===== src/rtl/gcm_block_feeder.sv =====
// Packs a 32-bit AAD/PT word stream into 128-bit GCM core blocks, masking and
// zero-padding segment tails, then waits for the core's tag with a timeout.
module gcm_block_feeder #(
    parameter int unsigned TAG_TIMEOUT = 64
) (
    input  logic         clk,
    input  logic         i_rst_n,
    input  logic         i_start,
    input  logic [15:0]  i_aad_len,
    input  logic [15:0]  i_pt_len,
    input  logic [31:0]  i_data,
    input  logic         i_valid,
    output logic         o_ready,
    output logic [127:0] o_block,
    output logic         o_block_valid,
    output logic         o_new_instance,
    output logic         o_pt_instance,
    output logic [63:0]  o_aad_size,
    output logic [63:0]  o_pt_size,
    input  logic         i_tag_ready,
    output logic         o_busy,
    output logic         o_done,
    output logic         o_timeout
);
    localparam int unsigned CW = (TAG_TIMEOUT > 1) ? $clog2(TAG_TIMEOUT) : 1;

    typedef enum logic [2:0] {IDLE, AAD_FILL, PT_FILL, EMIT, WAIT_TAG} state_t;

    state_t         r_state;
    logic [127:0]   r_buf;
    logic [1:0]     r_idx;
    logic [14:0]    r_left;
    logic [1:0]     r_rem;
    logic [14:0]    r_pt_words;
    logic [1:0]     r_pt_rem;
    logic           r_in_pt;
    logic           r_msg_first;
    logic           r_seg_first;
    logic [CW-1:0]  r_cnt;
    logic [127:0]   r_block;
    logic           r_block_valid;
    logic           r_new;
    logic           r_pt_inst;
    logic [63:0]    r_aad_size;
    logic [63:0]    r_pt_size;
    logic           r_done;
    logic           r_timeout;

    logic [14:0]    w_aad_words;
    logic [14:0]    w_pt_words;
    logic           w_last_word;
    logic [31:0]    w_mask;
    logic [31:0]    w_word;
    logic [127:0]   w_asm;

    assign w_aad_words = {1'b0, i_aad_len[15:2]} + {14'd0, |i_aad_len[1:0]};
    assign w_pt_words  = {1'b0, i_pt_len[15:2]}  + {14'd0, |i_pt_len[1:0]};
    assign w_last_word = (r_left == 15'd1);

    // Only the final word of a segment can carry bytes past the segment length.
    always_comb begin
        w_mask = '1;
        if (w_last_word) begin
            case (r_rem)
                2'd1:    w_mask = 32'hFF00_0000;
                2'd2:    w_mask = 32'hFFFF_0000;
                2'd3:    w_mask = 32'hFFFF_FF00;
                default: w_mask = '1;
            endcase
        end
        w_word = i_data & w_mask;
        w_asm  = r_buf;
        case (r_idx)
            2'd0:    w_asm[127:96] = w_word;
            2'd1:    w_asm[95:64]  = w_word;
            2'd2:    w_asm[63:32]  = w_word;
            default: w_asm[31:0]   = w_word;
        endcase
    end

    always_ff @(posedge clk or negedge i_rst_n) begin
        if (!i_rst_n) begin
            r_state       <= IDLE;
            r_buf         <= '0;
            r_idx         <= '0;
            r_left        <= '0;
            r_rem         <= '0;
            r_pt_words    <= '0;
            r_pt_rem      <= '0;
            r_in_pt       <= 1'b0;
            r_msg_first   <= 1'b0;
            r_seg_first   <= 1'b0;
            r_cnt         <= '0;
            r_block       <= '0;
            r_block_valid <= 1'b0;
            r_new         <= 1'b0;
            r_pt_inst     <= 1'b0;
            r_aad_size    <= '0;
            r_pt_size     <= '0;
            r_done        <= 1'b0;
            r_timeout     <= 1'b0;
        end else begin
            r_block_valid <= 1'b0;
            r_new         <= 1'b0;
            r_pt_inst     <= 1'b0;
            r_done        <= 1'b0;
            r_timeout     <= 1'b0;
            case (r_state)
                IDLE: begin
                    if (i_start) begin
                        r_aad_size  <= {45'd0, i_aad_len, 3'd0};
                        r_pt_size   <= {45'd0, i_pt_len, 3'd0};
                        r_pt_words  <= w_pt_words;
                        r_pt_rem    <= i_pt_len[1:0];
                        r_buf       <= '0;
                        r_idx       <= '0;
                        r_msg_first <= 1'b1;
                        r_seg_first <= 1'b1;
                        if (i_aad_len != 16'd0) begin
                            r_left  <= w_aad_words;
                            r_rem   <= i_aad_len[1:0];
                            r_in_pt <= 1'b0;
                            r_state <= AAD_FILL;
                        end else if (i_pt_len != 16'd0) begin
                            r_left  <= w_pt_words;
                            r_rem   <= i_pt_len[1:0];
                            r_in_pt <= 1'b1;
                            r_state <= PT_FILL;
                        end else begin
                            r_left        <= '0;
                            r_in_pt       <= 1'b1;
                            r_block       <= '0;
                            r_block_valid <= 1'b1;
                            r_new         <= 1'b1;
                            r_pt_inst     <= 1'b1;
                            r_msg_first   <= 1'b0;
                            r_seg_first   <= 1'b0;
                            r_state       <= EMIT;
                        end
                    end
                end
                AAD_FILL, PT_FILL: begin
                    if (i_valid) begin
                        r_left <= r_left - 15'd1;
                        if (r_idx == 2'd3 || w_last_word) begin
                            r_block       <= w_asm;
                            r_block_valid <= 1'b1;
                            r_new         <= r_msg_first;
                            r_pt_inst     <= r_in_pt & r_seg_first;
                            r_msg_first   <= 1'b0;
                            r_seg_first   <= 1'b0;
                            r_buf         <= '0;
                            r_idx         <= '0;
                            r_state       <= EMIT;
                        end else begin
                            r_buf <= w_asm;
                            r_idx <= r_idx + 2'd1;
                        end
                    end
                end
                EMIT: begin
                    if (r_left != 15'd0) begin
                        r_state <= r_in_pt ? PT_FILL : AAD_FILL;
                    end else if (!r_in_pt && r_pt_words != 15'd0) begin
                        r_left      <= r_pt_words;
                        r_rem       <= r_pt_rem;
                        r_in_pt     <= 1'b1;
                        r_seg_first <= 1'b1;
                        r_state     <= PT_FILL;
                    end else begin
                        r_cnt   <= '0;
                        r_state <= WAIT_TAG;
                    end
                end
                WAIT_TAG: begin
                    if (i_tag_ready) begin
                        r_done  <= 1'b1;
                        r_state <= IDLE;
                    end else if (r_cnt == CW'(TAG_TIMEOUT - 1)) begin
                        r_timeout <= 1'b1;
                        r_state   <= IDLE;
                    end else begin
                        r_cnt <= r_cnt + 1'b1;
                    end
                end
                default: r_state <= IDLE;
            endcase
        end
    end

    assign o_ready        = (r_state == AAD_FILL) || (r_state == PT_FILL);
    assign o_busy         = (r_state != IDLE);
    assign o_block        = r_block;
    assign o_block_valid  = r_block_valid;
    assign o_new_instance = r_new;
    assign o_pt_instance  = r_pt_inst;
    assign o_aad_size     = r_aad_size;
    assign o_pt_size      = r_pt_size;
    assign o_done         = r_done;
    assign o_timeout      = r_timeout;

endmodule


===== config.mk =====
export PLATFORM = sky130hd
export DESIGN_NAME = gcm_block_feeder
export DESIGN_NICKNAME = d
export VERILOG_FILES = /design/src/rtl/gcm_block_feeder.sv
export SDC_FILE = /design/constraint.sdc
export NUM_CORES = 1
export LEC_CHECK = 0
export CORE_MARGIN = 3
export CORE_UTILIZATION = 47
export DETAILED_ROUTE_END_ITERATION = 12
export PLACE_DENSITY = 0.76
export SLEW_MARGIN = 10
export SYNTH_ARGS = -nofsm -noshare
export SYNTH_HDL_FRONTEND = slang
export SYNTH_SLANG_ARGS = --single-unit

===== constraint.sdc =====
create_clock -name clk -period 3.1 [get_ports clk]
set_clock_uncertainty 0.2 [all_clocks]
set_input_delay 0.31 -clock clk [delete_from_list [all_inputs] [get_ports clk]]
set_output_delay 0.31 -clock clk [all_outputs]
set_load 0.02 [all_outputs]

After elaboration in Yosys (flattened, before gate mapping)
Index checks and enable logic that the tools add are counted.
W data, S select, Z words.
- output and inout bits: 263
- register bits after elaboration: 341
- input port bits: 69
- logic and storage cells: 157
- bitwise gates (word level): 2
- equal/unequal tests: 24
- add/sub/neg operators: 5
- reductions and logical operators: 29
- mux-type cells: 78
- operators with widths (cell ; number):
    $mux W128 ; 8
    $pmux W128 S2 ; 2
    $mux W32 ; 5
    $mux W15 ; 6
    $pmux W24 S3 ; 1
    $pmux W15 S3 ; 1
    $and A32 B32 Y32 ; 1
    $reduce_bool A16 Y1 ; 2
    $add A14 B1 Y15 ; 2
    $reduce_bool A15 Y1 ; 2
    $mux W1 ; 24
    $mux W6 ; 4
    $mux W3 ; 7
    $mux W2 ; 10
    $ne A2 B2 Y1 const B ; 10
    $eq A15 B1 Y1 const B ; 1
    $reduce_and A5 Y1 ; 3
    $sub A15 B1 Y15 const B ; 1
    $pmux W3 S4 ; 1
    $pmux W6 S2 ; 1
    $reduce_and A4 Y1 ; 3
    $reduce_and A6 Y1 ; 2
    $pmux W1 S2 ; 5
    $eq A2 B2 Y1 const B ; 4
    other kinds (22) ; 32

Logic depth before layout (Yosys ltp)
Gate-level depths: netlist of the first run.
- depth after elaboration: 8
- depth in mapped cells: 10

Worst setup path before layout of the first run
Ideal clock, no wire load.
- kind: reg-to-reg
- start point: register r_left[0]
- end point: register r_left[0]
- clock period less this slack: 2.920 ns
- stages on the path, launching flop included: 9
- arrival: 2.594 ns
- path slack: 0.180 ns
- setup time: 0.126 ns
- path buffers: 1
- cells stage by stage: dfrtp_1 inv_1 ha_1 or4b_2 or4_4 o2bb2ai_2 or3_4 buf_6 a221o_1
- word-level cells in the longest chain between the ends: 3
- RTL lines (what ; line ; source):
    start, declared ; 32 ; logic [14:0] r_left;
    start signal, assigned ; 120 ; r_left <= w_aad_words;
    start signal, assigned ; 125 ; r_left <= w_pt_words;
    start signal, assigned ; 144 ; r_left <= r_left - 15'd1;
    $sub A15 B1 Y15 or $reduce_bool A15 Y1 (tied branches) ; 144, 162 ;
    $mux W15 or $ne A2 B2 Y1 (tied branches) ; - ;
    $pmux W15 S3 or $reduce_and A5 Y1 (tied branches) ; - ;
Parallel ways exist; a longest one is shown, timed or not. The select of a mux whose other input is x is not followed.
A chain may end at the register's enable or synchronous reset.

Final worst setup path of the first run
- start point: register r_left[1]
- end point: register r_left[0]
- word-level cells in the longest chain between the ends: 3
- RTL lines (what ; line ; source):
    $reduce_bool A15 Y1 ; 162 ; if (r_left != 15'd0) begin
    $ne A2 B2 Y1 (no source line) ; - ;
    $reduce_and A5 Y1 (no source line) ; - ;
No other way between the ends.

==> results_dict.tcl, run 1 <==
set metrics [dict create \
    dr.pass1.iters 5 \
    synth-main-ff-cell "dfrtp_1" \
    crit_type "flop to flop" \
    synth-adder-area-share_pct 1.167 \
    dieArea_sq_um 36470 \
    crit_family "simple AND/OR/NAND/NOR gates" \
    powerDensity_nw_per_um2 1015 \
    grt_start_max_net_pins 83 \
    layout-drive-gt1-share_pct 7.731 \
    avgSynthCellArea_sq_um 10.18 \
    portBuffers 235 \
    area_growth_pct 23.86 \
    remaining_drc_errors 0 \
    synthDistinctLibCells 63 \
    num_io_pins 332 \
    worstSkewPairLatency_ps 510 \
    hold_slack_ps 179.5 \
    placed_area_sq_um 18660 \
    fillers 2797 \
    vias 12430 \
    finalWirelength_microns 43490 \
    worstPathCellList "inv_1 -> ha_1 -> or4b_2 -> or4_4 -> o2bb2ai_2 -> or3_4 -> a221o_1" \
    ys_async_sr_fraction_pct 100.0 \
    nNetsFinal 1859 \
    cts_buffers 37 \
    p_leak_uw 0.009005 \
    period_needed_ps 3020 \
    die_w_microns 191.0 \
    synth_compound_area_share_pct 14.85 \
    path_max_fanout 30 \
    antenna_found_initial 1 \
    drtIter0Drc 935 \
    cp-end-kind "flop" \
    critPathRequiredTime_ps 3290 \
    grt_pass1_vias 12380 \
    gp_congestion 0.8803 \
    post_cts_buffers 0 \
    core_area_sq_um 33620 \
    cpPeakStageDelay_ps 570 \
    final_area_sq_um 19920 \
    ys_ff_latch 339 \
    wl_per_cell_microns 19.36 \
    synth-edff-count 0 \
    crit_buf_inv 1 \
    path_clk_slew_ps 60 \
    grt_usage_pct 23.57 \
    setup_viol 0 \
    ys_seq_area_share_pct 52.75 \
    num_rows 67 \
    ant_nets 0 \
    yosys.area_share.simple_pct 12.96 \
    status "complete, no violations" \
    antenna_cells 0 \
    synthMuxAreaShare_pct 8.434 \
    yosys_warnings 0 \
    cts_max_path_buffers 3 \
    finalCritPeriodShare_pct 97.43 \
    h-tree-depth 2 \
    synthCells 1580 \
    max-vdd-ir-drop_mv 0.5793 \
    worstPathArrival_ps 3210 \
    hold_viol_final 0 \
    cp_slowest_cell "or4b_2" \
    clock-sinks 339 \
    root_buffer "clkbuf_16" \
    drv_cap 0 \
    initial_core_util_pct 47.84 \
    critPathLaunchType "flop" \
    synth_top_family_by_area "compound AO/OA/AOI/OAI gates" \
    viasPerCell 5.533 \
    slew_headroom_pct 25.95 \
    syn_area_sq_um 16080 \
    synth_xor_area_share_pct 1.852 \
    grt-ovfl-total 0 \
    tightestPinTransition_ps 1107 \
    hp-class "input port to asynchronous set/reset pin" \
    cts_tree "done" \
    drv_slew 0 \
    max_freq_mhz 331.1 \
    place_hpwl_microns 29560 \
    grt_pass1_wl_microns 69390 \
    dieHeight_microns 191.0 \
]
[cell usage after synthesis, types with 19 or more instances]
cell type,number,area share [%]
nor2_1,29,0.68
mux2i_1,131,8.2
o31ai_1,19,0.89
a22o_1,114,6.2
and2_1,26,1.0
buf_1,27,0.63
buf_4,96,4.5
o21ai_0,169,5.3
xor2_1,21,1.1
dfrtp_1,339,53
nand2_1,285,6.7
clkbuf_1,95,2.2
nand3_1,37,1.2
[layout make-up]
type	count	area (sq um)	area share [%]
clock buffer	56	1150	5.773
clock inverter	6	86.33	0.4334
inverter	13	48.80	0.2450
multi-input combinational	1096	6750	33.89
sequential	339	8483	42.59
tap	448	560.5	2.814
timing repair buffer	288	2839	14.25
[per-stage QoR]
stage,TNS [ps],total power [uW],util (%),setup slack (ps),cells
after floorplan,0,12200,-,180.4,1675
after global placement,0,15500,55.50,94.44,2182
after detailed placement,0,15710,55.50,23.59,2182
after CTS,0,20230,59.20,74.16,2245
after global routing,-6.439,21410,59.25,-6.210,2246
final,0,20210,59.25,79.65,2246
[per-layer routing]
layer  wire [microns]  vias to the layer above  GRT usage, %  share of wire [%]
li1                 -                     5693             -                  -
met1            18980                     6204         33.07                 44
met2            20560                      463         37.78                 47
met3             2945                       64         4.713                6.8
met4             1003                        2         6.097                2.3
met5                8                        -             0              0.018
[sequential cells by signal (all words and copies together) (netlist names)]
name / count
o_block: 128
r_buf: 128
o_aad_size: 16
o_pt_size: 15
r_left: 15
r_pt_words: 15
r_cnt: 6
r_state: 3
r_idx: 2
r_rem: 2
o_block_valid: 1
o_done: 1
o_new_instance: 1
o_pt_instance: 1
o_timeout: 1
r_in_pt: 1
r_msg_first: 1
r_pt_rem: 1
r_seg_first: 1
[power breakdown]
part | leakage (uW) | internal, uW | switching [uW]
sequential | 0.00452 | 6090 | 1120
clock | 0.000608 | 2710 | 1740
combinational | 0.00388 | 3690 | 4860
[cells by family after synthesis]
group           after synthesis
simple gates                460
flops                       339
fa+ha+maj                    15
compound gates              356
buf+inv                     240
other cells                   1
xor+xnor                     34
mux                         135
[cells in the final DEF, fill, tap and decap left out, types with 29 or more instances in the layout]
| master | count |
|---|---|
| a22o_1 | 114 |
| buf_4 | 45 |
| clkbuf_16 | 39 |
| clkdlybuf4s50_1 | 233 |
| conb_1 | 96 |
| dfrtp_1 | 339 |
| mux2i_1 | 131 |
| nand2_1 | 285 |
| nand3_1 | 37 |
| nor2_1 | 29 |
| o21ai_0 | 169 |
[worst register-to-register path, cell delays in order (launching register included)]
cell and delay, ps:
dfrtp_1 380, inv_1 100, ha_1 150, or4b_2 570, or4_4 470, o2bb2ai_2 160
or3_4 470, a221o_1 400
[path summary, 6_finish.rpt]
| path | cells past startpoint | slack (ps) | endpoint | from |
|---|---|---|---|---|
| worst max-delay path | 7 | 80 | r_left[0] | r_left[1] |
| worst min-delay path | 2 | 180 | r_buf[125] | i_rst_n |
| worst max register to register | 7 | 80 | r_left[0] | r_left[1] |
| worst min register to register | 2 | 280 | o_block[59] | o_block[59] |
| max in group asynchronous | 3 | 1560 | o_pt_size[14] | i_rst_n |
| min in group clk | 2 | 210 | o_done | i_tag_ready |
[what timing repair did]
item | 4_1_cts | 5_1_grt
hold buffers | 1 | 0
endpoints found under the setup margin | 1 | 2
hold endpoints to repair | 76 | 0
gates resized for setup | 1 | 2
(Power assumes the default switching activity.)
==> run 2, diff against run 1 <==
--- a/config.mk
+++ b/config.mk
@@ -5,8 +5,9 @@
 export SDC_FILE = /design/constraint.sdc
 export NUM_CORES = 1
 export LEC_CHECK = 0
+export ABC_AREA = 1
 export CORE_MARGIN = 3
-export CORE_UTILIZATION = 47
+export CORE_UTILIZATION = 48
 export DETAILED_ROUTE_END_ITERATION = 12
 export PLACE_DENSITY = 0.76
 export SLEW_MARGIN = 10
==> run 2 against run 1 <==
Net effect:
- combinational power rose by 8.7%
- die area rose by 6.6%
- flip-flop and latch count did not move
- largest cell class unchanged
- highest routed layer is now met4
==> results_dict.tcl, run 2 <==
set metrics [dict create \
    status "complete, no violations" \
    remaining_drc_errors 0 \
    fillers 3169 \
    dp_cells 2952 \
    ys_top_cells_by_count "nand2_1, dfrtp_1, nand3_1, buf_4, o21ai_0" \
    seqPwrFrac_pct 33.6 \
    mostFrequentLayoutCells "nand2_1, dfrtp_1, nand3_1" \
    finalWirelength_microns 50700 \
    synthDistinctLibCells 37 \
    post_cts_resized 0 \
    rsz0062_at_grt "false" \
    dieHeight_microns 197.1 \
    wl_per_cell_microns 16.80 \
    synth-main-ff-cell "dfrtp_1" \
    period_needed_ps 2711 \
    p_sw_share_pct 41.62 \
    worstPathArrival_ps 2200 \
    ys_async_sr_fraction_pct 100.0 \
    gp_congestion 0.8958 \
    grt_pass1_wl_microns 81110 \
    comb_power_share_pct 44.2 \
    path_clk_slew_ps 60 \
    multi_input_area_sq_um 7655 \
    post_cts_buffers 0 \
    clock-sinks 339 \
    synth_top_area_share_pct 48.38 \
    cts_max_path_buffers 3 \
    num_io_pins 332 \
    slew_headroom_pct 29.02 \
    max_freq_mhz 368.9 \
    grt-ovfl-total 0 \
    cts_tree "done" \
    critPathRequiredTime_ps 2590 \
    finalCritPeriodShare_pct 87.44 \
    cts_buffers 38 \
    critPathLaunchType "flop" \
    core_area_sq_um 35830 \
    finalNonFillerCells 3018 \
    viasPerCell 5.288 \
    max-vdd-ir-drop_mv 0.5605 \
    post-place-ws_ps 370.6 \
    h-tree-depth 2 \
    layout-drive-gt1-share_pct 4.928 \
    setup_viol 0 \
    cp-end-kind "primary output" \
    final.setup.worst_slack_ps 389.5 \
    drv_slew 0 \
    synth_most_common_cell "nand2_1" \
    syn_area_sq_um 17540 \
    p_sw_uw 8749 \
    ant_nets 0 \
    root_buffer "clkbuf_16" \
    grt_start_max_net_pins 79 \
    final_common_cell "nand2_1" \
    grt_pass1_vias 15260 \
    area_growth_pct 20.90 \
    final_area_sq_um 21200 \
    yosys_warnings 0 \
    path_max_fanout 12 \
    p_int_uw 12270 \
    grt_usage_pct 25.53 \
    power_frac_clock_pct 22.2 \
    fin_tns_setup_ps 0 \
    cts_hold_buf 1 \
    tightestPinTransition_ps 1063 \
    synthCells 2348 \
    synthTopCellsByArea "dfrtp_1, nand2_1, nand3_1" \
    crit_type "flop to primary output" \
    ys_ff_latch 339 \
    hp-class "input port to asynchronous set/reset pin" \
    drv_cap 0 \
    ys_seq_area_share_pct 48.38 \
    nNetsFinal 2616 \
    yosysTopAreaCell "dfrtp_1" \
    total_power_uw 21020 \
    antenna_cells 0 \
    num_rows 69 \
    antenna_found_initial 0 \
    place_hpwl_microns 34540 \
    portBuffers 235 \
    drtIter0Drc 1403 \
    dr.pass1.iters 7 \
    die_w_microns 197.1 \
    p_leak_uw 0.01119 \
    placed_area_sq_um 19890 \
    initial_core_util_pct 48.94 \
    synth-edff-count 0 \
    powerDensity_nw_per_um2 991.5 \
    vias 15960 \
    hold_viol_final 0 \
    worstSkewPairLatency_ps 520 \
    seq_area_sq_um 8483 \
    avgSynthCellArea_sq_um 7.468 \
    dieArea_sq_um 38860 \
]
## run 2: cell count changes after synthesis, moves of 14 or more
| cell | delta |
|---|---|
| buf_1 | -20 |
| nand3_1 | +261 |
| nor4_1 | -14 |
| a211oi_1 | +15 |
| nor2_1 | +68 |
| clkbuf_1 | -50 |
| and2_1 | -26 |
| buf_2 | +45 |
| a22o_1 | -114 |
| o21ai_0 | -68 |
| o31ai_1 | -18 |
| inv_1 | +86 |
| nand2_1 | +778 |
| mux2i_1 | -131 |
## run 2: power groups by stage
stage                     logic [uW]  clock network, uW  registers [uW]
after CTS                       9270               4750            7040
after detailed placement        9210                  0            7080
after floorplan                 5260                  0            7740
after global routing           10300               4920            7240
final                           9290               4680            7060
after global placement          9030                  0            7040
## run 2: layout make-up
type / instances / share of cell area, %
Timing Repair Buffer: 270 / 13.08
Multi-Input combinational cell: 1774 / 36.11
Tap cell: 461 / 2.721
Clock inverter: 9 / 0.8145
Inverter: 109 / 1.936
Clock buffer: 56 / 5.329
Sequential cell: 339 / 40.01
## run 2: path summary, 6_finish.rpt
check,from,endpoint,slack (ps),cells after the start
worst min-delay path,i_rst_n,o_block[72],130,2
worst max register to register,r_left[7],o_block[46],560,10
max in group asynchronous,i_rst_n,o_block[65],1670,3
worst max-delay path,r_state[2],o_ready,390,5
min in group clk,i_tag_ready,o_done,140,3
worst min register to register,r_seg_first,r_seg_first,280,2
## run 2: kinds of logic (layout without fill, tap and decap cells)
group / after synthesis / in the layout / share of synthesized area (%)
and+or+nand+nor: 1500 / 1500 / 35.11
other: 1 / 96 / 0.02139
adders and majority gates: 15 / 15 / 1.070
buffers and inverters: 330 / 444 / 10.07
xor gates and xnor gates: 15 / 15 / 0.7492
AOI/OAI and AO/OA: 148 / 148 / 4.595
DFF: 339 / 339 / 48.38
## run 2: critical path: stages (launching register included)
cell,delay (ps)
dfrtp_1,450
inv_2,100
nand2_2,90
nor2_2,170
buf_4,220
clkdlybuf4s50_1,640
## run 2: layer usage
layer | vias up | global-route usage [%] | routed length, microns
met5 | - | 0 | 0
met4 | 0 | 7.973 | 1537
met3 | 120 | 5.390 | 4368
met2 | 716 | 39.18 | 22560
met1 | 7525 | 36.63 | 22240
li1 | 7599 | - | -
## run 2: metrics by stage
stage	util, %	hold WS (ps)
final	59.17	134.5
after CTS	59.17	134.2
after global placement	55.51	111.8
after global routing	59.17	169.3
after floorplan	-	-185.6
after detailed placement	55.51	113.0
